==> src/rtl/jtag_if.sv <==
// AHB-Lite bus bundle between the JTAG debug bridge (master) and the system bus (slave).
interface jtag_if #(
  parameter int REGISTER_SIZE = 32
);
  logic                     HREADY;
  logic [REGISTER_SIZE-1:0] HRDATA;
  logic                     HRESP;
  logic                     HWRITE;
  logic [1:0]               HTRANS;
  logic [REGISTER_SIZE-1:0] HADDR;
  logic [REGISTER_SIZE-1:0] HWDATA;

  modport master (
    input  HREADY, HRDATA, HRESP,
    output HWRITE, HTRANS, HADDR, HWDATA
  );

  modport slave (
    output HREADY, HRDATA, HRESP,
    input  HWRITE, HTRANS, HADDR, HWDATA
  );
endinterface

==> src/rtl/jtag.sv <==
// IEEE 1149.1 TAP controller bridging IR-selected data registers onto single AHB-Lite transfers.
module jtag #(
  parameter int                       REGISTER_SIZE = 32,
  parameter int                       IR_SIZE       = 4,
  parameter int                       STATE_SIZE    = 4,
  parameter logic [REGISTER_SIZE-1:0] IDCODE_VALUE  = 32'h1234_5677
) (
  input  logic   TCK,
  input  logic   TRST_N,
  input  logic   TMS,
  input  logic   TDI,
  output logic   TDO,
  jtag_if.master ahb
);

  typedef enum logic [STATE_SIZE-1:0] {
    TLR      = STATE_SIZE'(4'hF),
    RTI      = STATE_SIZE'(4'hC),
    SEL_DR   = STATE_SIZE'(4'h7),
    CAP_DR   = STATE_SIZE'(4'h6),
    SH_DR    = STATE_SIZE'(4'h2),
    EX1_DR   = STATE_SIZE'(4'h1),
    PAUSE_DR = STATE_SIZE'(4'h3),
    EX2_DR   = STATE_SIZE'(4'h0),
    UPD_DR   = STATE_SIZE'(4'h5),
    SEL_IR   = STATE_SIZE'(4'h4),
    CAP_IR   = STATE_SIZE'(4'hE),
    SH_IR    = STATE_SIZE'(4'hA),
    EX1_IR   = STATE_SIZE'(4'h9),
    PAUSE_IR = STATE_SIZE'(4'hB),
    EX2_IR   = STATE_SIZE'(4'h8),
    UPD_IR   = STATE_SIZE'(4'hD)
  } tap_state_t;

  typedef enum logic [1:0] {
    AHB_IDLE,
    AHB_ADDR,
    AHB_DATA
  } ahb_state_t;

  localparam logic [IR_SIZE-1:0] IR_IDCODE = IR_SIZE'(4'b1000);
  localparam logic [IR_SIZE-1:0] IR_ADDR   = IR_SIZE'(4'b0100);
  localparam logic [IR_SIZE-1:0] IR_WDATA  = IR_SIZE'(4'b1100);
  localparam logic [IR_SIZE-1:0] IR_RDATA  = IR_SIZE'(4'b0010);

  tap_state_t               tap_state_reg, tap_state_next;
  ahb_state_t               ahb_state_reg, ahb_state_next;
  logic [IR_SIZE-1:0]       ir_reg, ir_shift_reg;
  logic [REGISTER_SIZE-1:0] dr_shift_reg;
  logic                     bypass_reg;
  logic                     write_reg, write_next;
  logic [REGISTER_SIZE-1:0] haddr_reg, haddr_next;
  logic [REGISTER_SIZE-1:0] hwdata_reg, hwdata_next;
  logic [REGISTER_SIZE-1:0] rdata_reg, rdata_next;
  logic                     tdo_reg;
  logic                     sel_idcode, sel_addr, sel_wdata, sel_rdata, sel_bypass;

  assign sel_idcode = (ir_reg == IR_IDCODE);
  assign sel_addr   = (ir_reg == IR_ADDR);
  assign sel_wdata  = (ir_reg == IR_WDATA);
  assign sel_rdata  = (ir_reg == IR_RDATA);
  assign sel_bypass = !(sel_idcode || sel_addr || sel_wdata || sel_rdata);

  always_ff @(posedge TCK or negedge TRST_N) begin
    if (!TRST_N) tap_state_reg <= TLR;
    else         tap_state_reg <= tap_state_next;
  end

  always_comb begin
    tap_state_next = tap_state_reg;
    case (tap_state_reg)
      TLR:      tap_state_next = TMS ? TLR      : RTI;
      RTI:      tap_state_next = TMS ? SEL_DR   : RTI;
      SEL_DR:   tap_state_next = TMS ? SEL_IR   : CAP_DR;
      CAP_DR:   tap_state_next = TMS ? EX1_DR   : SH_DR;
      SH_DR:    tap_state_next = TMS ? EX1_DR   : SH_DR;
      EX1_DR:   tap_state_next = TMS ? UPD_DR   : PAUSE_DR;
      PAUSE_DR: tap_state_next = TMS ? EX2_DR   : PAUSE_DR;
      EX2_DR:   tap_state_next = TMS ? UPD_DR   : SH_DR;
      UPD_DR:   tap_state_next = TMS ? SEL_DR   : RTI;
      SEL_IR:   tap_state_next = TMS ? TLR      : CAP_IR;
      CAP_IR:   tap_state_next = TMS ? EX1_IR   : SH_IR;
      SH_IR:    tap_state_next = TMS ? EX1_IR   : SH_IR;
      EX1_IR:   tap_state_next = TMS ? UPD_IR   : PAUSE_IR;
      PAUSE_IR: tap_state_next = TMS ? EX2_IR   : PAUSE_IR;
      EX2_IR:   tap_state_next = TMS ? UPD_IR   : SH_IR;
      UPD_IR:   tap_state_next = TMS ? SEL_DR   : RTI;
      default:  tap_state_next = TLR;
    endcase
  end

  // Shift registers act on the state being left, so the exit edge of Shift-xR still shifts.
  always_ff @(posedge TCK or negedge TRST_N) begin
    if (!TRST_N) begin
      ir_reg       <= IR_IDCODE;
      ir_shift_reg <= '0;
      dr_shift_reg <= '0;
      bypass_reg   <= 1'b0;
    end else begin
      case (tap_state_reg)
        CAP_IR: ir_shift_reg <= IR_SIZE'(1);
        SH_IR:  ir_shift_reg <= {TDI, ir_shift_reg[IR_SIZE-1:1]};
        UPD_IR: ir_reg <= ir_shift_reg;
        CAP_DR: begin
          bypass_reg <= 1'b0;
          if (sel_idcode)     dr_shift_reg <= IDCODE_VALUE;
          else if (sel_addr)  dr_shift_reg <= haddr_reg;
          else if (sel_wdata) dr_shift_reg <= hwdata_reg;
          else if (sel_rdata) dr_shift_reg <= rdata_reg;
          else                dr_shift_reg <= '0;
        end
        SH_DR: begin
          if (sel_bypass) bypass_reg <= TDI;
          else            dr_shift_reg <= {TDI, dr_shift_reg[REGISTER_SIZE-1:1]};
        end
        default: ;
      endcase
      if (tap_state_next == TLR) ir_reg <= IR_IDCODE;
    end
  end

  always_ff @(negedge TCK or negedge TRST_N) begin
    if (!TRST_N) begin
      tdo_reg <= 1'b0;
    end else begin
      case (tap_state_reg)
        SH_IR:   tdo_reg <= ir_shift_reg[0];
        SH_DR:   tdo_reg <= sel_bypass ? bypass_reg : dr_shift_reg[0];
        default: tdo_reg <= 1'b0;
      endcase
    end
  end

  assign TDO = tdo_reg;

  always_ff @(posedge TCK or negedge TRST_N) begin
    if (!TRST_N) begin
      ahb_state_reg <= AHB_IDLE;
      write_reg     <= 1'b0;
      haddr_reg     <= '0;
      hwdata_reg    <= '0;
      rdata_reg     <= '0;
    end else begin
      ahb_state_reg <= ahb_state_next;
      write_reg     <= write_next;
      haddr_reg     <= haddr_next;
      hwdata_reg    <= hwdata_next;
      rdata_reg     <= rdata_next;
    end
  end

  // Only one transfer may be outstanding; an Update-DR arriving while busy is dropped whole.
  always_comb begin
    ahb_state_next = ahb_state_reg;
    write_next     = write_reg;
    haddr_next     = haddr_reg;
    hwdata_next    = hwdata_reg;
    rdata_next     = rdata_reg;
    case (ahb_state_reg)
      AHB_ADDR: ahb_state_next = AHB_DATA;
      AHB_DATA: begin
        if (ahb.HREADY || ahb.HRESP) begin
          ahb_state_next = AHB_IDLE;
          if (!write_reg) rdata_next = ahb.HRESP ? '0 : ahb.HRDATA;
        end
      end
      default: ;
    endcase
    if (tap_state_reg == UPD_DR) begin
      if (sel_addr) haddr_next = dr_shift_reg;
      if (ahb_state_reg == AHB_IDLE && sel_wdata) begin
        hwdata_next    = dr_shift_reg;
        write_next     = 1'b1;
        ahb_state_next = AHB_ADDR;
      end
      if (ahb_state_reg == AHB_IDLE && sel_rdata) begin
        write_next     = 1'b0;
        ahb_state_next = AHB_ADDR;
      end
    end
    if (tap_state_next == TLR) ahb_state_next = AHB_IDLE;
  end

  assign ahb.HTRANS = (ahb_state_reg == AHB_ADDR) ? 2'b10 : 2'b00;
  assign ahb.HWRITE = (ahb_state_reg == AHB_ADDR) && write_reg;
  assign ahb.HADDR  = haddr_reg;
  assign ahb.HWDATA = hwdata_reg;

endmodule

==> src/flat_wrapper.sv <==
// flat-port wrapper written by rule: the top's interface ports become plain ports
module jtag_flat 
#(
  parameter int                       REGISTER_SIZE = 32,
  parameter int                       IR_SIZE       = 4,
  parameter int                       STATE_SIZE    = 4,
  parameter logic [REGISTER_SIZE-1:0] IDCODE_VALUE  = 32'h1234_5677
)
  (TCK, TRST_N, TMS, TDI, TDO, ahb_HREADY, ahb_HRDATA, ahb_HRESP, ahb_HWRITE, ahb_HTRANS, ahb_HADDR, ahb_HWDATA);
  jtag_if #(.REGISTER_SIZE(REGISTER_SIZE)) ahb_i ();
  input  logic TCK;
  input  logic TRST_N;
  input  logic TMS;
  input  logic TDI;
  output logic TDO;
  input wire logic [$bits(ahb_i.HREADY)-1:0] ahb_HREADY;
  input wire logic [$bits(ahb_i.HRDATA)-1:0] ahb_HRDATA;
  input wire logic [$bits(ahb_i.HRESP)-1:0] ahb_HRESP;
  output wire logic [$bits(ahb_i.HWRITE)-1:0] ahb_HWRITE;
  output wire logic [$bits(ahb_i.HTRANS)-1:0] ahb_HTRANS;
  output wire logic [$bits(ahb_i.HADDR)-1:0] ahb_HADDR;
  output wire logic [$bits(ahb_i.HWDATA)-1:0] ahb_HWDATA;
  assign ahb_i.HREADY = ahb_HREADY;
  assign ahb_i.HRDATA = ahb_HRDATA;
  assign ahb_i.HRESP = ahb_HRESP;
  assign ahb_HWRITE = ahb_i.HWRITE;
  assign ahb_HTRANS = ahb_i.HTRANS;
  assign ahb_HADDR = ahb_i.HADDR;
  assign ahb_HWDATA = ahb_i.HWDATA;
  jtag #(.REGISTER_SIZE(REGISTER_SIZE), .IR_SIZE(IR_SIZE), .STATE_SIZE(STATE_SIZE), .IDCODE_VALUE(IDCODE_VALUE)) u_core (.TCK(TCK), .TRST_N(TRST_N), .TMS(TMS), .TDI(TDI), .TDO(TDO), .ahb(ahb_i));
endmodule
==> config.mk <==
export PLATFORM = sky130hd
export DESIGN_NAME = jtag_flat
export DESIGN_NICKNAME = d
export VERILOG_FILES = /design/src/rtl/jtag_if.sv /design/src/rtl/jtag.sv /design/src/flat_wrapper.sv
export SDC_FILE = /design/constraint.sdc
export NUM_CORES = 1
export LEC_CHECK = 0
export BUFFER_PORTS_ARGS = -buffer_cell sky130_fd_sc_hd__clkbuf_2
export CELL_PAD_IN_SITES_DETAIL_PLACEMENT = 0
export CELL_PAD_IN_SITES_GLOBAL_PLACEMENT = 1
export CORE_ASPECT_RATIO = 1.4
export CORE_MARGIN = 2
export CORE_UTILIZATION = 45
export DETAILED_ROUTE_END_ITERATION = 8
export MAX_ROUTING_LAYER = met4
export PLACE_DENSITY = 0.92
export SETUP_SLACK_MARGIN = 0.1
export SYNTH_ARGS = -nofsm -noshare
export SYNTH_HDL_FRONTEND = slang
export SYNTH_SLANG_ARGS = --single-unit
==> constraint.sdc <==
create_clock -name TCK -period 2.8 [get_ports TCK]
set_input_delay 0 -clock TCK [delete_from_list [all_inputs] [get_ports TCK]]
set_output_delay 0 -clock TCK [all_outputs]
set_load 0.02 [all_outputs]
==> run metrics, run 1 <==
CP startpoint kind register; DRC violations left 0; Core Area between 0.01 and 0.015 mm2; critical path buffer and inverter count 0; Least-Margin Pin Slew 0.950 ns; most common cell in the netlist dfrtp_1; initial core utilization 45.8%; routability cong. ~0.86; Post-Place Cells a little under 900; remaining global-route overflow 0; skew final 0.0269 ns; Max-slew headroom 36.6%; WL final about 19000 um; max-cap viol count 0; unrepaired setup endpoints after global routing true; WP data arrival 1.73 ns; routed len/inst 19.3 um; critical-path cell list or2_4 > a21oi_4 > mux2_4 > o21a_1; synth unique cells slightly above 50; first-pass GRT wire length slightly below 30000 um; Die Span Y 150 um; slowest stage delay, CP 0.41 ns; fin. max-slew vios 0; vias in the first global route 5602; P_leak 4.27 nW; I/O pins ~110; share of layout cells above drive strength 1 a little under a third; list of most frequent post-synthesis cells dfrtp_1, nand2_1, mux2_2; Yosys warnings 0; DP Area 0.00766 mm2; maximum vdd drop 0.469 mV; Yosys top cell by area dfrtp_1; Reg2Reg Setup Slack -0.09 ns; filler instances 1278; Layout area overhead 25.7%; ys async rst share 100%; die width about 110 um; ANT cells 0; GRT Total Usage between 20% and 30%; CP top delay family flip-flops; Final Setup Violations 1; Via density 5.68; Die Area 0.0163 mm2; Via Count about 5500; clock sink total 145; Cell Area, Synth 0.00686 mm2; PwrDens ~1000 mW/mm2; Worst R2R Path Depth 4; Post-DP HPWL 12600 um; Clock Tree Root clkbuf_16; DR iter-0 viols 423; Final Hold Violating Endpoints 0; Synth Net Count 659; largest net degree at the start of global routing 55; Critical-path top delay cell dfrtp_1; Hold Crit Class in -> async; I/O Buffers 104; ranking of synthesized cells by area dfrtp_1, mux2_2, nand2_1; worst setup path class reg -> reg; # rows 53; Post-Layout Cell Count roughly 960; CP Capture Type register; CTS Buf Count 17; Clk Latency, worst-skew pair roughly 0.42 ns; outcome finished with violations; Yosys reg bits ~150; DR pass1 iterations 5; Worst-path clk slew 0.06 ns; Post-Syn Area per Cell 11.1 um2; R2R Path End u_core.TDO$_DFF_NN0_; Post-synth EDFFs 0; cell count after synthesis 617; design area 0.00863 mm2; CTS tree built; failing checks negative setup slack; Clock Path Buffers 2; H-tree level count 4; nets 800; Post-Route Setup TNS -0.0853 ns; initial antenna violation count 0; Required @ worst endpoint 1.64 ns; fin worst setup slack -0.0853 ns; worst flop-to-flop path startpoint u_core.ir_reg[2]$_DFFE_PN0P_; post-route ant nets 0; ys flop type dfrtp_1; register area share after synthesis a little over half; crit path max fanout 3; Yosys top cell area share 50.7%
final cells by class:
| cell class | count | area (um2) | area share [%] |
|---|---|---|---|
| clock buffers | 21 | 480 | 5.57 |
| well taps | 192 | 240 | 2.78 |
| flip-flops and latches | 145 | 3630 | 42.1 |
| clock inverters | 11 | 128 | 1.48 |
| multi-input cells | 415 | 3000 | 34.7 |
| repair buffers | 172 | 1120 | 13.0 |
| inverters | 7 | 26.3 | 0.304 |
worst max-delay path by stage:
stage / cells after the start / startpoint / slack (ns) / end
2_1_floorplan: 5 / u_core.ir_reg[3]$_DFFE_PN1P_ / -0.17 / u_core.TDO$_DFF_NN0_
3_3_place_gp: 4 / u_core.ir_reg[2]$_DFFE_PN0P_ / -0.06 / u_core.TDO$_DFF_NN0_
3_5_place_dp: 4 / u_core.ir_reg[2]$_DFFE_PN0P_ / -0.1 / u_core.TDO$_DFF_NN0_
4_1_cts: 4 / u_core.ir_reg[2]$_DFFE_PN0P_ / -0.09 / u_core.TDO$_DFF_NN0_
5_1_grt: 4 / u_core.ir_reg[2]$_DFFE_PN0P_ / -0.11 / u_core.TDO$_DFF_NN0_
6_report: 4 / u_core.ir_reg[2]$_DFFE_PN0P_ / -0.09 / u_core.TDO$_DFF_NN0_
metal layers:
layer	vias up	track usage (%)	wire, um
met2	193	40.5	9590
met3	44	4.33	860
li1	2513	-	-
met5	-	-	0
met4	0	9.62	475
met1	2719	30.7	7680
cell families (layout without fill, tap and decap cells):
| family | Yosys count | after routing | share of synthesized area, % |
|---|---|---|---|
| buffers and inverters | 57 | 211 | 3.88 |
| AO/OA/AOI/OAI | 151 | 151 | 15.2 |
| multiplexers | 87 | 87 | 13.9 |
| adder cells (fa/ha/maj) | 4 | 4 | 0.729 |
| AND/OR/NAND/NOR | 172 | 172 | 13.3 |
| other | 1 | 1 | 0.0546 |
| flip-flops | 145 | 145 | 53.0 |
power by group:
group	switching [W]	total (W)	internal, W
combinational	0.00176	0.00290	0.00114
clock	0.000890	0.00230	0.00141
sequential	0.000638	0.00342	0.00278
total	0.00328	0.00862	0.00533
placed cells by master, fill, tap and decap left out, types with 2 or more instances in the layout:
cell type,synthesis,layout
inv_6,0,2
clkinv_4,0,2
inv_1,7,7
o211ai_1,2,2
clkinvlp_4,0,3
nand3_1,5,5
dfstp_2,5,5
o31ai_1,14,14
nand3b_1,35,35
and2_1,2,2
nor2_1,24,24
a22oi_1,16,16
o21ai_0,24,24
ha_1,4,4
clkbuf_2,1,103
mux2_2,48,47
a221oi_1,14,14
a31oi_1,3,3
mux2i_1,22,22
a22o_1,16,16
dlygate4sd3_1,0,35
nand2_1,81,81
or3b_1,2,2
clkbuf_16,0,17
nor2b_1,5,5
clkinv_2,0,2
bufinv_16,0,2
buf_4,3,33
dfrtp_1,139,139
mux2_1,17,17
nor4b_4,2,2
a21oi_1,38,37
clkbuf_8,0,4
o2bb2ai_1,17,17
and3_1,3,3
what timing repair did:
item | in CTS | in global routing
endpoints found under the setup margin | 1 | 1
gates resized for setup | 0 | 1
hold buffers | 35 | 0
hold endpoints to repair | 76 | 0
pin swaps | 1 | 0
buffers inserted | 1 | 0
gates cloned | 0 | 0
per-stage QoR:
step | util [%] | total power [W] | setup WS, ns | hold WS [ns]
floorplan | - | 0.00516 | -0.168 | -0.296
global placement | 51.1 | 0.00610 | -0.0567 | -0.0834
detailed placement | 51.1 | 0.00625 | -0.0963 | -0.0748
CTS | 57.5 | 0.00861 | -0.0859 | 0.0586
global route | 57.6 | 0.00908 | -0.114 | 0.0794
finish | 57.6 | 0.00862 | -0.0853 | 0.0469
Note: power is estimated with default switching activity, not from simulation.
==> inputs of run 2 (changes only) <==
CORE_ASPECT_RATIO = 1.2   (was 1.4)
==> run metrics, run 2 (synthesis results as in run 1) <==
outcome finished with violations; failing checks negative setup slack; I/O Buffers 104 (unchanged); DRC violations left 0 (unchanged); Clk pwr share 27.2% (+0.5 points); Worst R2R Path Depth 4 (unchanged); Post-DP HPWL 12200 um (-2.9%); CP startpoint kind register; # rows 49 (-7.5%); commonest cells after routing, fill and taps aside dfrtp_1, clkbuf_2, nand2_1; Max-slew headroom 29.0% (-7.6 points); nets 801 (+0.13%); P_leak 4.29 nW (+0.47%); commonest non-fill, non-tap cell in the layout dfrtp_1; Gate power share 33.3% (-0.3 points); Core Area 0.0150 mm2 (-0.18%); PwrDens 1000 mW/mm2 (+0.21%); Clock Path Buffers 2 (unchanged); overall power 0.00868 W (+0.77%); routed len/inst 19.3 um (about the same); Die Span Y 139 um (-7.2%); fin worst setup slack -0.0924 ns (-0.00706 ns); Die Area 0.0163 mm2 (about the same); Least-Margin Pin Slew 1.06 ns (+0.113 ns); Worst-path clk slew 0.06 ns (about the same); Post-Route Setup TNS -0.0924 ns (-0.00706 ns); Min-Delay Startpoint ahb_HREADY; I/O pins 106 (unchanged); Via density 5.71 (+0.54%); R2R Path End u_core.TDO$_DFF_NN0_; Layout area overhead 26.4%; unrepaired setup endpoints after global routing true; Cell Int Power 0.00539 W (+1.1%); Net Sw Frac 37.9% (-0.17 points); WL final 18900 um (+1.3%); largest net degree at the start of global routing 82 (+49%); Reg2Reg Setup Slack -0.09 ns (about the same); Hold Crit Class in -> reg; CTS tree built; fin. max-slew vios 0 (unchanged); Final Hold Violating Endpoints 0 (unchanged); hold slack 0.0815 ns (+0.0346 ns); Worst Hold End u_core.rdata_reg[1]$_DFFE_PN0P_; Clock Tree Root clkbuf_16; Clk Latency, worst-skew pair 0.42 ns (about the same); CTS Buf Count 17 (unchanged); initial core utilization 45.9% (+0.084 points); skew final 0.0254 ns (-0.00145 ns); Final Setup Violations 1 (unchanged); DR pass1 iterations 5 (unchanged); clock sink total 145 (unchanged); GRT Total Usage 24.8% (about the same); filler instances 1268 (-0.78%); worst flop-to-flop path startpoint u_core.ir_reg[0]$_DFFE_PN0P_; H-tree level count 4 (unchanged); WP data arrival 1.74 ns (about the same); first-pass GRT wire length 30200 um (+1.5%); post-route ant nets 0 (unchanged); worst setup path class reg -> reg; Via Count 5573 (+1.9%); initial antenna violation count 0 (unchanged); Required @ worst endpoint 1.65 ns (about the same); share of layout cells above drive strength 1 30.6% (+0.090 points); remaining global-route overflow 0 (unchanged); max-cap viol count 0 (unchanged); hold depth 5; vias in the first global route 5584 (-0.32%); crit path max fanout 2 (-1); ANT cells 0 (unchanged); Post-Layout Cell Count 976 (+1.3%); die width 117 um (+7.7%); sequential group share of total power 39.5% (-0.2 points); Post-Place Cells 908 (+1.5%); CP Capture Type register; maximum vdd drop 0.514 mV (+9.5%); DR iter-0 viols 495 (+17%); sw power 0.00329 W (+0.32%); routability cong. 0.881 (+2.5%)
run 2: cell type report:
class | count | area, um2 | share of cell area, %
Clock buffer | 20 | 457 | 5.26
Clock inverter | 12 | 156 | 1.80
Inverter | 7 | 26.3 | 0.303
Multi-Input combinational cell | 415 | 2990 | 34.5
Sequential cell | 145 | 3640 | 41.9
Tap cell | 204 | 255 | 2.94
Timing Repair Buffer | 173 | 1160 | 13.3
run 2: power groups by stage:
stage	clock network, W	logic, W	registers, W
2_1_floorplan	0	0.00174	0.00342
3_3_place_gp	0	0.00272	0.00340
3_5_place_dp	0	0.00280	0.00345
4_1_cts	0.00237	0.00287	0.00342
5_1_grt	0.00247	0.00313	0.00352
6_report	0.00236	0.00289	0.00343
run 2: stage by stage:
step | setup slack, ns | util, % | area, um2
CTS | -0.117 | 58.0 | 8670
floorplan | -0.168 | - | 6890
global placement | -0.0509 | 51.5 | 7710
global route | -0.126 | 58.0 | 8680
finish | -0.0924 | 58.0 | 8680
detailed placement | -0.0722 | 51.5 | 7710
run 2: repair_timing:
item                                    in CTS  in global routing
pin swaps                                    2                  1
hold buffers                                35                  0
endpoints found under the setup margin       1                  1
setup buffers                                0                  1
gates resized for setup                      0                  1
gates cloned                                 0                  0
endpoints found under the hold margin      178                  0
run 2: worst max-delay path, cell delays in order, from the launching register on:
cell	delay [ns]
dfrtp_1	0.41
nor4b_4	0.37
a21oi_4	0.06
mux2_4	0.31
o21a_1	0.17
run 2: worst max path at each step:
stage,depth (start not counted),from,slack (ns),end
2_1_floorplan,5,u_core.ir_reg[3]$_DFFE_PN1P_,-0.17,u_core.TDO$_DFF_NN0_
3_3_place_gp,4,u_core.ir_reg[2]$_DFFE_PN0P_,-0.05,u_core.TDO$_DFF_NN0_
3_5_place_dp,4,u_core.ir_reg[2]$_DFFE_PN0P_,-0.07,u_core.TDO$_DFF_NN0_
4_1_cts,4,u_core.ir_reg[0]$_DFFE_PN0P_,-0.12,u_core.TDO$_DFF_NN0_
5_1_grt,4,u_core.ir_reg[0]$_DFFE_PN0P_,-0.13,u_core.TDO$_DFF_NN0_
6_report,4,u_core.ir_reg[0]$_DFFE_PN0P_,-0.09,u_core.TDO$_DFF_NN0_
run 2: metal layers:
| metal | global-route usage (%) | vias up | part of all wire (%) |
|---|---|---|---|
| met4 | 7.49 | 0 | 1.8 |
| met1 | 32.8 | 2802 | 41 |
| met3 | 5.01 | 31 | 6.5 |
| li1 | - | 2514 | - |
| met2 | 38.7 | 226 | 51 |
| met5 | - | - | 0 |
==> inputs of run 3 (changes only) <==
RECOVER_POWER = 100   (was not set)
clock period = 2.9 ns   (was 2.8 ns; I/O delays follow)
==> run metrics, run 3 (synthesis results as in run 1) <==
Via Count 5493 (-1.4%); CP startpoint kind register; Min-Delay Startpoint ahb_HREADY; DR iter-0 viols 500 (+1.0%); routability cong. 0.901 (+2.2%); Post-DP HPWL 12300 um (+0.94%); PostCTS Resize Cnt 0 (unchanged); initial core utilization 45.9% (unchanged); DR pass1 iterations 5 (unchanged); Final Setup Violations 1 (unchanged); first-pass GRT wire length 30400 um (+0.71%); Layout area overhead 24.0%; CP Capture Type register; R2R Path End u_core.TDO$_DFF_NN0_; fin worst setup slack -0.0350 ns (+0.0574 ns); hold depth 5 (unchanged); Worst Hold End u_core.ahb_state_reg[1]$_DFF_PN0_; WL final 18900 um (+0.34%); worst setup path class reg -> reg; filler instances 1304 (+2.8%); GRT Total Usage 25.1% (+0.31 points); Max-slew headroom -28.6% (-58 points); CTS tree built; routed len/inst 19.4 um (+0.45%); remaining global-route overflow 0 (unchanged); crit path max fanout 4 (+2); CTS Buf Count 17 (unchanged); failing checks max-capacitance violations, max-slew violations, negative setup slack; initial antenna violation count 0 (unchanged); DRC violations left 0 (unchanged); Core Area 0.0150 mm2 (unchanged); Clock Path Buffers 2 (unchanged); die width 117 um (unchanged); H-tree level count 4 (unchanged); ANT cells 0 (unchanged); Required @ worst endpoint 1.69 ns (+0.04 ns); Hold Crit Class in -> reg; P_leak 4.02 nW (-6.3%); unrepaired setup endpoints after global routing true; largest net degree at the start of global routing 80 (-2.4%); Worst-path clk slew 0.06 ns (about the same); I/O pins 106 (unchanged); commonest non-fill, non-tap cell in the layout dfrtp_1; max-cap viol count 2 (+2); post-route ant nets 0 (unchanged); vias in the first global route 5791 (+3.7%); share of layout cells above drive strength 1 21.1% (-9.4 points); nets 801 (unchanged); Via density 5.63 (-1.3%); skew final 0.0219 ns (-0.00356 ns); commonest cells after routing, fill and taps aside dfrtp_1, nand2_1, clkbuf_1; Post-Layout Cell Count 975 (-0.10%); Final Hold Violating Endpoints 0 (unchanged); worst flop-to-flop path startpoint u_core.ir_reg[2]$_DFFE_PN0P_; Worst R2R Path Depth 4 (unchanged); Post-Place Cells 906 (-0.22%); Clock Tree Root clkbuf_16; Post-Route Setup TNS -0.0350 ns (+0.0574 ns); Clk Latency, worst-skew pair 0.41 ns (about the same); clock sink total 145 (unchanged); maximum vdd drop 0.413 mV (-20%); WP data arrival 1.73 ns (about the same); PwrDens 970 mW/mm2 (-3.0%); Die Span Y 139 um (unchanged); Reg2Reg Setup Slack -0.03 ns (+0.06 ns); outcome finished with violations; Die Area 0.0163 mm2 (unchanged); # rows 49 (unchanged); fin. max-slew vios 146 (+146); Least-Margin Pin Slew 1.93 ns (+0.866 ns); I/O Buffers 104 (unchanged)
run 3: metal layers:
| layer | share of wire, % | vias up | global-route usage [%] |
|---|---|---|---|
| met5 | 0 | - | - |
| met4 | 2.2 | 0 | 9.85 |
| met3 | 5.3 | 35 | 5.14 |
| met2 | 51 | 197 | 39.9 |
| met1 | 42 | 2752 | 31.4 |
| li1 | - | 2509 | - |
run 3: layout make-up:
type | count | area [um2] | share of cell area (%)
Clock buffer | 22 | 494 | 5.81
Multi-Input combinational cell | 415 | 2970 | 34.9
Tap cell | 204 | 255 | 3.00
Timing Repair Buffer | 173 | 1020 | 12.0
Inverter | 7 | 26.3 | 0.309
Clock inverter | 9 | 104 | 1.22
Sequential cell | 145 | 3630 | 42.7
run 3: timing repair:
item                                   in CTS  in global routing
endpoints found under the hold margin     177                  0
setup endpoints to repair                   1                  1
setup buffers                               2                  1
pin swaps                                   1                  1
hold buffers                               35                  0
run 3: worst max-delay path, cell delays in order (launching register included):
cell and delay [ns]:
dfrtp_1 0.42, or2_4 0.26, a21oi_4 0.15, mux2_4 0.31, o21a_1 0.17
run 3: stage by stage:
stage | worst slack (ns) | cell area (um2) | hold WS (ns) | power [W] | util, %
floorplan | -0.118 | 6890 | -0.296 | 0.00498 | -
global placement | -0.0107 | 7670 | 0.232 | 0.00589 | 51.2
detailed placement | -0.0358 | 7670 | 0.235 | 0.00603 | 51.2
CTS | -0.0271 | 8630 | 0.218 | 0.00831 | 57.7
global route | -0.0985 | 8510 | 0.278 | 0.00871 | 56.9
finish | -0.0350 | 8510 | 0.216 | 0.00826 | 56.9
run 3: worst max path at each step:
stage                                       from                   end  slack [ns]  cells past startpoint
floorplan           u_core.ir_reg[3]$_DFFE_PN1P_  u_core.TDO$_DFF_NN0_       -0.12                      5
global placement    u_core.ir_reg[2]$_DFFE_PN0P_  u_core.TDO$_DFF_NN0_       -0.01                      4
detailed placement  u_core.ir_reg[2]$_DFFE_PN0P_  u_core.TDO$_DFF_NN0_       -0.04                      4
CTS                 u_core.ir_reg[2]$_DFFE_PN0P_  u_core.TDO$_DFF_NN0_       -0.03                      4
global route        u_core.ir_reg[0]$_DFFE_PN0P_  u_core.TDO$_DFF_NN0_        -0.1                      4
finish              u_core.ir_reg[2]$_DFFE_PN0P_  u_core.TDO$_DFF_NN0_       -0.03                      4
run 3: where the power goes:
group          switching [W]  internal, W  leakage [nW]  total (W)
Combinational        0.00167      0.00107          1.81    0.00274
Clock               0.000817      0.00137         0.294    0.00219
Sequential          0.000646      0.00268          1.92    0.00333
